`config.mk`:
```
export PLATFORM = sky130hd
export DESIGN_NAME = corelet_ctrl
export DESIGN_NICKNAME = d
export VERILOG_FILES = /design/src/rtl/corelet_ctrl.sv
export SDC_FILE = /design/constraint.sdc
export NUM_CORES = 1
export LEC_CHECK = 0
export ABC_AREA = 0
export BUFFER_PORTS_ARGS = -buffer_cell sky130_fd_sc_hd__buf_2
export CAP_MARGIN = 20
export CORE_ASPECT_RATIO = 1.4
export CORE_MARGIN = 2
export CORE_UTILIZATION = 45
export CTS_CLUSTER_DIAMETER = 100
export DETAILED_ROUTE_END_ITERATION = 8
export PLACE_DENSITY = 0.81
export SYNTH_ARGS = -nofsm -noshare
export SYNTH_HDL_FRONTEND = slang
export SYNTH_SLANG_ARGS = --single-unit
```
`constraint.sdc`:
```
create_clock -name clk -period 3 [get_ports clk]
set_clock_uncertainty 0.05 [all_clocks]
set_input_delay 0.3 -clock clk [delete_from_list [all_inputs] [get_ports clk]]
set_output_delay 0.3 -clock clk [all_outputs]
set_load 0.01 [all_outputs]
```
`src/rtl/corelet_ctrl.sv`:
```
// Pass sequencer for the corelet: weight fill, kernel load, settle, activation fill,
// execute and OFIFO drain into the SFP accumulator.
module corelet_ctrl #(
  parameter int unsigned bw     = 4,
  parameter int unsigned row    = 8,
  parameter int unsigned col    = 8,
  parameter int unsigned L0_LAT = 1,
  parameter int unsigned SETTLE = 16,
  parameter int unsigned CNT_W  = 8
) (
  input  logic              clk,
  input  logic              reset,
  input  logic              start,
  input  logic [CNT_W-1:0]  n_vec,
  output logic              busy,
  output logic              done,
  input  logic              in_valid,
  output logic              in_ready,
  input  logic [bw*row-1:0] in_data,
  output logic              l0_wr,
  output logic [bw*row-1:0] l0_wdata,
  output logic              l0_rd,
  input  logic              l0_ready,
  output logic [2:0]        inst_w,
  output logic              ofifo_rd,
  input  logic              ofifo_valid,
  output logic              sfp_acc
);

  typedef enum logic [2:0] {
    StIdle, StWfill, StWload, StSettle, StXfill, StExec, StDrain, StDone
  } state_e;

  localparam logic [CNT_W-1:0] ColLast    = CNT_W'(col - 1);
  // SETTLE idle cycles are counted only once the inst_w pipeline has flushed.
  localparam logic [CNT_W-1:0] SettleLast = CNT_W'(L0_LAT + SETTLE - 1);

  state_e                  state_q;
  logic [CNT_W-1:0]        cnt_q, drained_q, n_vec_q;
  logic                    busy_q, done_q, sfp_acc_q;
  logic [L0_LAT-1:0][2:0]  pipe_q;
  logic                    fill;
  logic [2:0]              inst_code;

  assign fill     = (state_q == StWfill) || (state_q == StXfill);
  assign in_ready = fill & l0_ready;
  assign l0_wr    = fill & in_valid & l0_ready;
  assign l0_wdata = in_data;
  assign l0_rd    = (state_q == StWload) || (state_q == StExec);
  assign ofifo_rd = (state_q == StDrain) && (drained_q != n_vec_q) && ofifo_valid;
  assign inst_w   = pipe_q[L0_LAT-1];
  assign busy     = busy_q;
  assign done     = done_q;
  assign sfp_acc  = sfp_acc_q;

  always_comb begin
    inst_code = 3'b000;
    if (state_q == StWload) inst_code = 3'b001;
    else if (state_q == StExec) inst_code = 3'b010;
  end

  always_ff @(posedge clk) begin
    if (reset) begin
      state_q   <= StIdle;
      cnt_q     <= '0;
      drained_q <= '0;
      n_vec_q   <= '0;
      busy_q    <= 1'b0;
      done_q    <= 1'b0;
      sfp_acc_q <= 1'b0;
      pipe_q    <= '0;
    end else begin
      done_q    <= 1'b0;
      sfp_acc_q <= ofifo_rd;
      pipe_q[0] <= inst_code;
      for (int i = 1; i < int'(L0_LAT); i++) pipe_q[i] <= pipe_q[i-1];
      unique case (state_q)
        StIdle: begin
          if (start) begin
            n_vec_q   <= n_vec;
            cnt_q     <= '0;
            drained_q <= '0;
            busy_q    <= 1'b1;
            state_q   <= StWfill;
          end
        end
        StWfill: begin
          if (l0_wr) begin
            if (cnt_q == ColLast) begin
              cnt_q   <= '0;
              state_q <= StWload;
            end else cnt_q <= cnt_q + CNT_W'(1);
          end
        end
        StWload: begin
          if (cnt_q == ColLast) begin
            cnt_q   <= '0;
            state_q <= StSettle;
          end else cnt_q <= cnt_q + CNT_W'(1);
        end
        StSettle: begin
          if (cnt_q == SettleLast) begin
            cnt_q <= '0;
            if (n_vec_q == '0) begin
              busy_q  <= 1'b0;
              done_q  <= 1'b1;
              state_q <= StDone;
            end else state_q <= StXfill;
          end else cnt_q <= cnt_q + CNT_W'(1);
        end
        StXfill: begin
          if (l0_wr) begin
            if (cnt_q == n_vec_q - CNT_W'(1)) begin
              cnt_q   <= '0;
              state_q <= StExec;
            end else cnt_q <= cnt_q + CNT_W'(1);
          end
        end
        StExec: begin
          if (cnt_q == n_vec_q - CNT_W'(1)) begin
            cnt_q   <= '0;
            state_q <= StDrain;
          end else cnt_q <= cnt_q + CNT_W'(1);
        end
        StDrain: begin
          if (ofifo_rd) drained_q <= drained_q + CNT_W'(1);
          // Leave one cycle after the last read so its sfp_acc lands inside the pass.
          if (drained_q == n_vec_q) begin
            busy_q  <= 1'b0;
            done_q  <= 1'b1;
            state_q <= StDone;
          end
        end
        StDone:  state_q <= StIdle;
        default: state_q <= StIdle;
      endcase
    end
  end

endmodule
```
==> run metrics <==
sequential cell area 641 µm²; count of filler cells inserted in the layout 482; fraction of registers with async set/reset 0%; multi-input combinational cell area 0.00124 mm²; count of buffering cells on the critical path with inverters included 1; post-synthesis average cell area 7.94 µm²; FP Rows 30; area of the core 0.00484 mm²; DIE WIDTH 63.9 µm; largest net degree at the start of global routing 30; data arrival time of the worst path 2810 ps; final antenna diode count 0; transition time at the pin with the least slew margin 639 ps; max-slew headroom at the worst pin 57.0%; Tcrit/Tclk final 88.2%; Max H-tree Level 2; via count of the first global-routing pass 1,742; number of slew-limit violations in the final report 0; die footprint 0.00562 mm²; Gate Count Post-Synth 285; gpl congestion 0.885; CP max-delay cell sky130_fd_sc_hd__or4_1; remaining global-route overflow 0; post-synthesis sequential area ratio 28.3%; DR DRC count 0; number of violations reported at the end of detailed-routing iteration 0 100; minimum setup slack in the final design 354 ps; status finished clean; met1 GRT Util 20.1%; critical path required time 3170 ps; family with the most delay on the worst path simple AND/OR/NAND/NOR gates; highest fanout seen on the critical path 14; commonest non-fill, non-tap cells in the layout sky130_fd_sc_hd__nand2_1, sky130_fd_sc_hd__dfxtp_1, sky130_fd_sc_hd__buf_2; worst hold start n_vec[5]; global-route wire length before repair 7.92 mm; Most common cell on crit path sky130_fd_sc_hd__or4_1; RSZ-0062 raised after global routing false; post-CTS resize count 0; timing startpoint of the critical path n_vec_q[0]; number of antenna violations at the first check in global routing 0; crit path capture type flop; number of CTS-inserted buffers 5; total of flip-flops plus latches after synthesis 32; Worst path max stage delay 590 ps; number of buffers between clock root and the deepest sink 2; root buf cell sky130_fd_sc_hd__clkbuf_8; Worst R2R Start n_vec_q[0]; final hold violation count 0; number of primary I/O pins 88; clock tree from TritonCTS done; CTS sink count 32; total power divided by cell area 515 mW/mm²; total of max-cap violations 0; post-placement setup slack 414 ps; Static Leak 0.000820 µW; Initial DRT Pass Iterations 4; NumNets Final 319; I/O Buffers 22; met3 demand-to-capacity share in global routing 3.98%; remaining antenna violation count after routing 0; Critical Path Source Type flop; shortest clock period the worst path allows after layout 2650 ps; number of enable-type register cells in the synthesized netlist 0; Yosys cell types 54; Area Growth Syn to Fin -0.718%; worst supply voltage drop on vdd 0.000301 V; Initial Utilization 46.7%; routing layer with the top usage in global route met2; most common cell after layout, fill and taps aside sky130_fd_sc_hd__nand2_1; Vias per Instance 5.59; start-to-end type of the worst setup path reg2reg; final routed wire length divided by cell count 13.9 µm; Syn Nets 335; hold bufs inserted after CTS 0; class of the most critical hold timing path in2reg; later-pin clock latency in the skew report 290 ps; number of failing setup endpoints in the final timing report 0; Post CTS Setup Buffer Count 0; Post-DP HPWL 3.31 mm; top_reg_cell synth sky130_fd_sc_hd__dfxtp_1; floorplan die height 87.9 µm; setup_tns 0 ps; Yosys Warn Count 0; fraction of final layout cells with drive strength greater than 1 16.3%; upper clock frequency limit 0.378 GHz; All-Layer GR Usage 17.8%; GRT met2 Usage 29.7%; area of the mapped netlist 0.00226 mm²; Total Wirelength 4.64 mm; detailed-route via count 1,867; clock-pin transition on the worst setup and hold timing paths 70 ps; Cell Chain, Critical Path or4_1 -> o221ai_1 -> nand3_1 -> o2111ai_1 -> a21oi_2 -> buf_4 -> or4_1 -> a31oi_1
## kinds of logic (layout without fill, tap and decap cells)
kind of cell / after synthesis / in the layout / share of synthesized area, %
simple gates: 114 / 114 / 26.6
mux: 1 / 1 / 0.442
flops: 32 / 32 / 28.3
xor+xnor: 27 / 27 / 10.4
fa+ha+maj: 4 / 4 / 2.21
other cells: 1 / 1 / 0.166
compound gates: 50 / 50 / 15.1
buf+inv: 56 / 41 / 16.7
## sequential cells by signal, indices dropped and copies added (netlist names)
signal and cells:
cnt_q 8, drained_q 8, n_vec_q 8, state_q 3, inst_w 2, busy 1
done 1, sfp_acc 1
## metal layers
layer	share of wire (%)	wire length (µm)
met3	7.6	352
met4	2.4	110
met1	40	1850
met5	0	0
met2	50	2330
## cell type report
class | instances | area share [%]
multi-input cells | 197 | 55.4
clock buffers | 6 | 3.23
well taps | 64 | 3.56
repair buffers | 28 | 6.90
clock inverters | 2 | 1.56
flip-flops and latches | 32 | 28.5
inverters | 5 | 0.835
## where the power goes
group | total (µW) | internal (µW) | switching [µW] | leakage, µW
combinational | 270 | 113 | 157 | 0.000505
clock | 413 | 246 | 167 | 0.0000552
sequential | 474 | 443 | 30.2 | 0.000260
## per-stage QoR
step / cell area [µm²] / cells / utilization, % / hold WS [ps] / total power [µW]
floorplan: 2260 / 285 / - / 386 / 738
global placement: 2140 / 326 / 44.2 / 415 / 744
detailed placement: 2140 / 326 / 44.2 / 440 / 751
CTS: 2250 / 334 / 46.4 / 185 / 1170
global route: 2250 / 334 / 46.4 / 195 / 1220
finish: 2250 / 334 / 46.4 / 195 / 1160
## path summary, 6_finish.rpt
check	to	slack [ps]	cells after the start
worst min register to register	busy	460	2
worst min-delay path	n_vec_q[5]	190	3
worst max-delay path	cnt_q[6]	350	8
worst max register to register	cnt_q[6]	350	8
## synth_stat cells (4+ instances only)
cell type                  instances  area share, %
sky130_fd_sc_hd__nand4_1           7            1.9
sky130_fd_sc_hd__dfxtp_1          32             28
sky130_fd_sc_hd__nand2b_1          4            1.1
sky130_fd_sc_hd__nor3_1            7            1.5
sky130_fd_sc_hd__a21oi_1          20            4.4
sky130_fd_sc_hd__nand3_1           4           0.88
sky130_fd_sc_hd__nor2_1           18            3.0
sky130_fd_sc_hd__o21ai_0           4           0.88
sky130_fd_sc_hd__buf_4            33             11
sky130_fd_sc_hd__ha_1              4            2.2
sky130_fd_sc_hd__nand2_1          40            6.6
sky130_fd_sc_hd__nand3b_1          4            1.3
sky130_fd_sc_hd__inv_1             5           0.83
sky130_fd_sc_hd__buf_6             4            2.0
sky130_fd_sc_hd__a31oi_1           4            1.1
sky130_fd_sc_hd__xor2_1            8            3.1
sky130_fd_sc_hd__clkbuf_1         10            1.7
sky130_fd_sc_hd__and3_1            4            1.1
sky130_fd_sc_hd__or4_1             4            1.3
sky130_fd_sc_hd__xnor2_1          19            7.4
## worst reg2reg max path, stage by stage (launching register included)
cell and delay [ps]:
sky130_fd_sc_hd__dfxtp_1 380, sky130_fd_sc_hd__or4_1 590, sky130_fd_sc_hd__o221ai_1 210, sky130_fd_sc_hd__nand3_1 110
sky130_fd_sc_hd__o2111ai_1 290, sky130_fd_sc_hd__a21oi_2 90, sky130_fd_sc_hd__buf_4 180, sky130_fd_sc_hd__or4_1 510
sky130_fd_sc_hd__a31oi_1 170
Note: power is estimated with default switching activity, not from simulation.
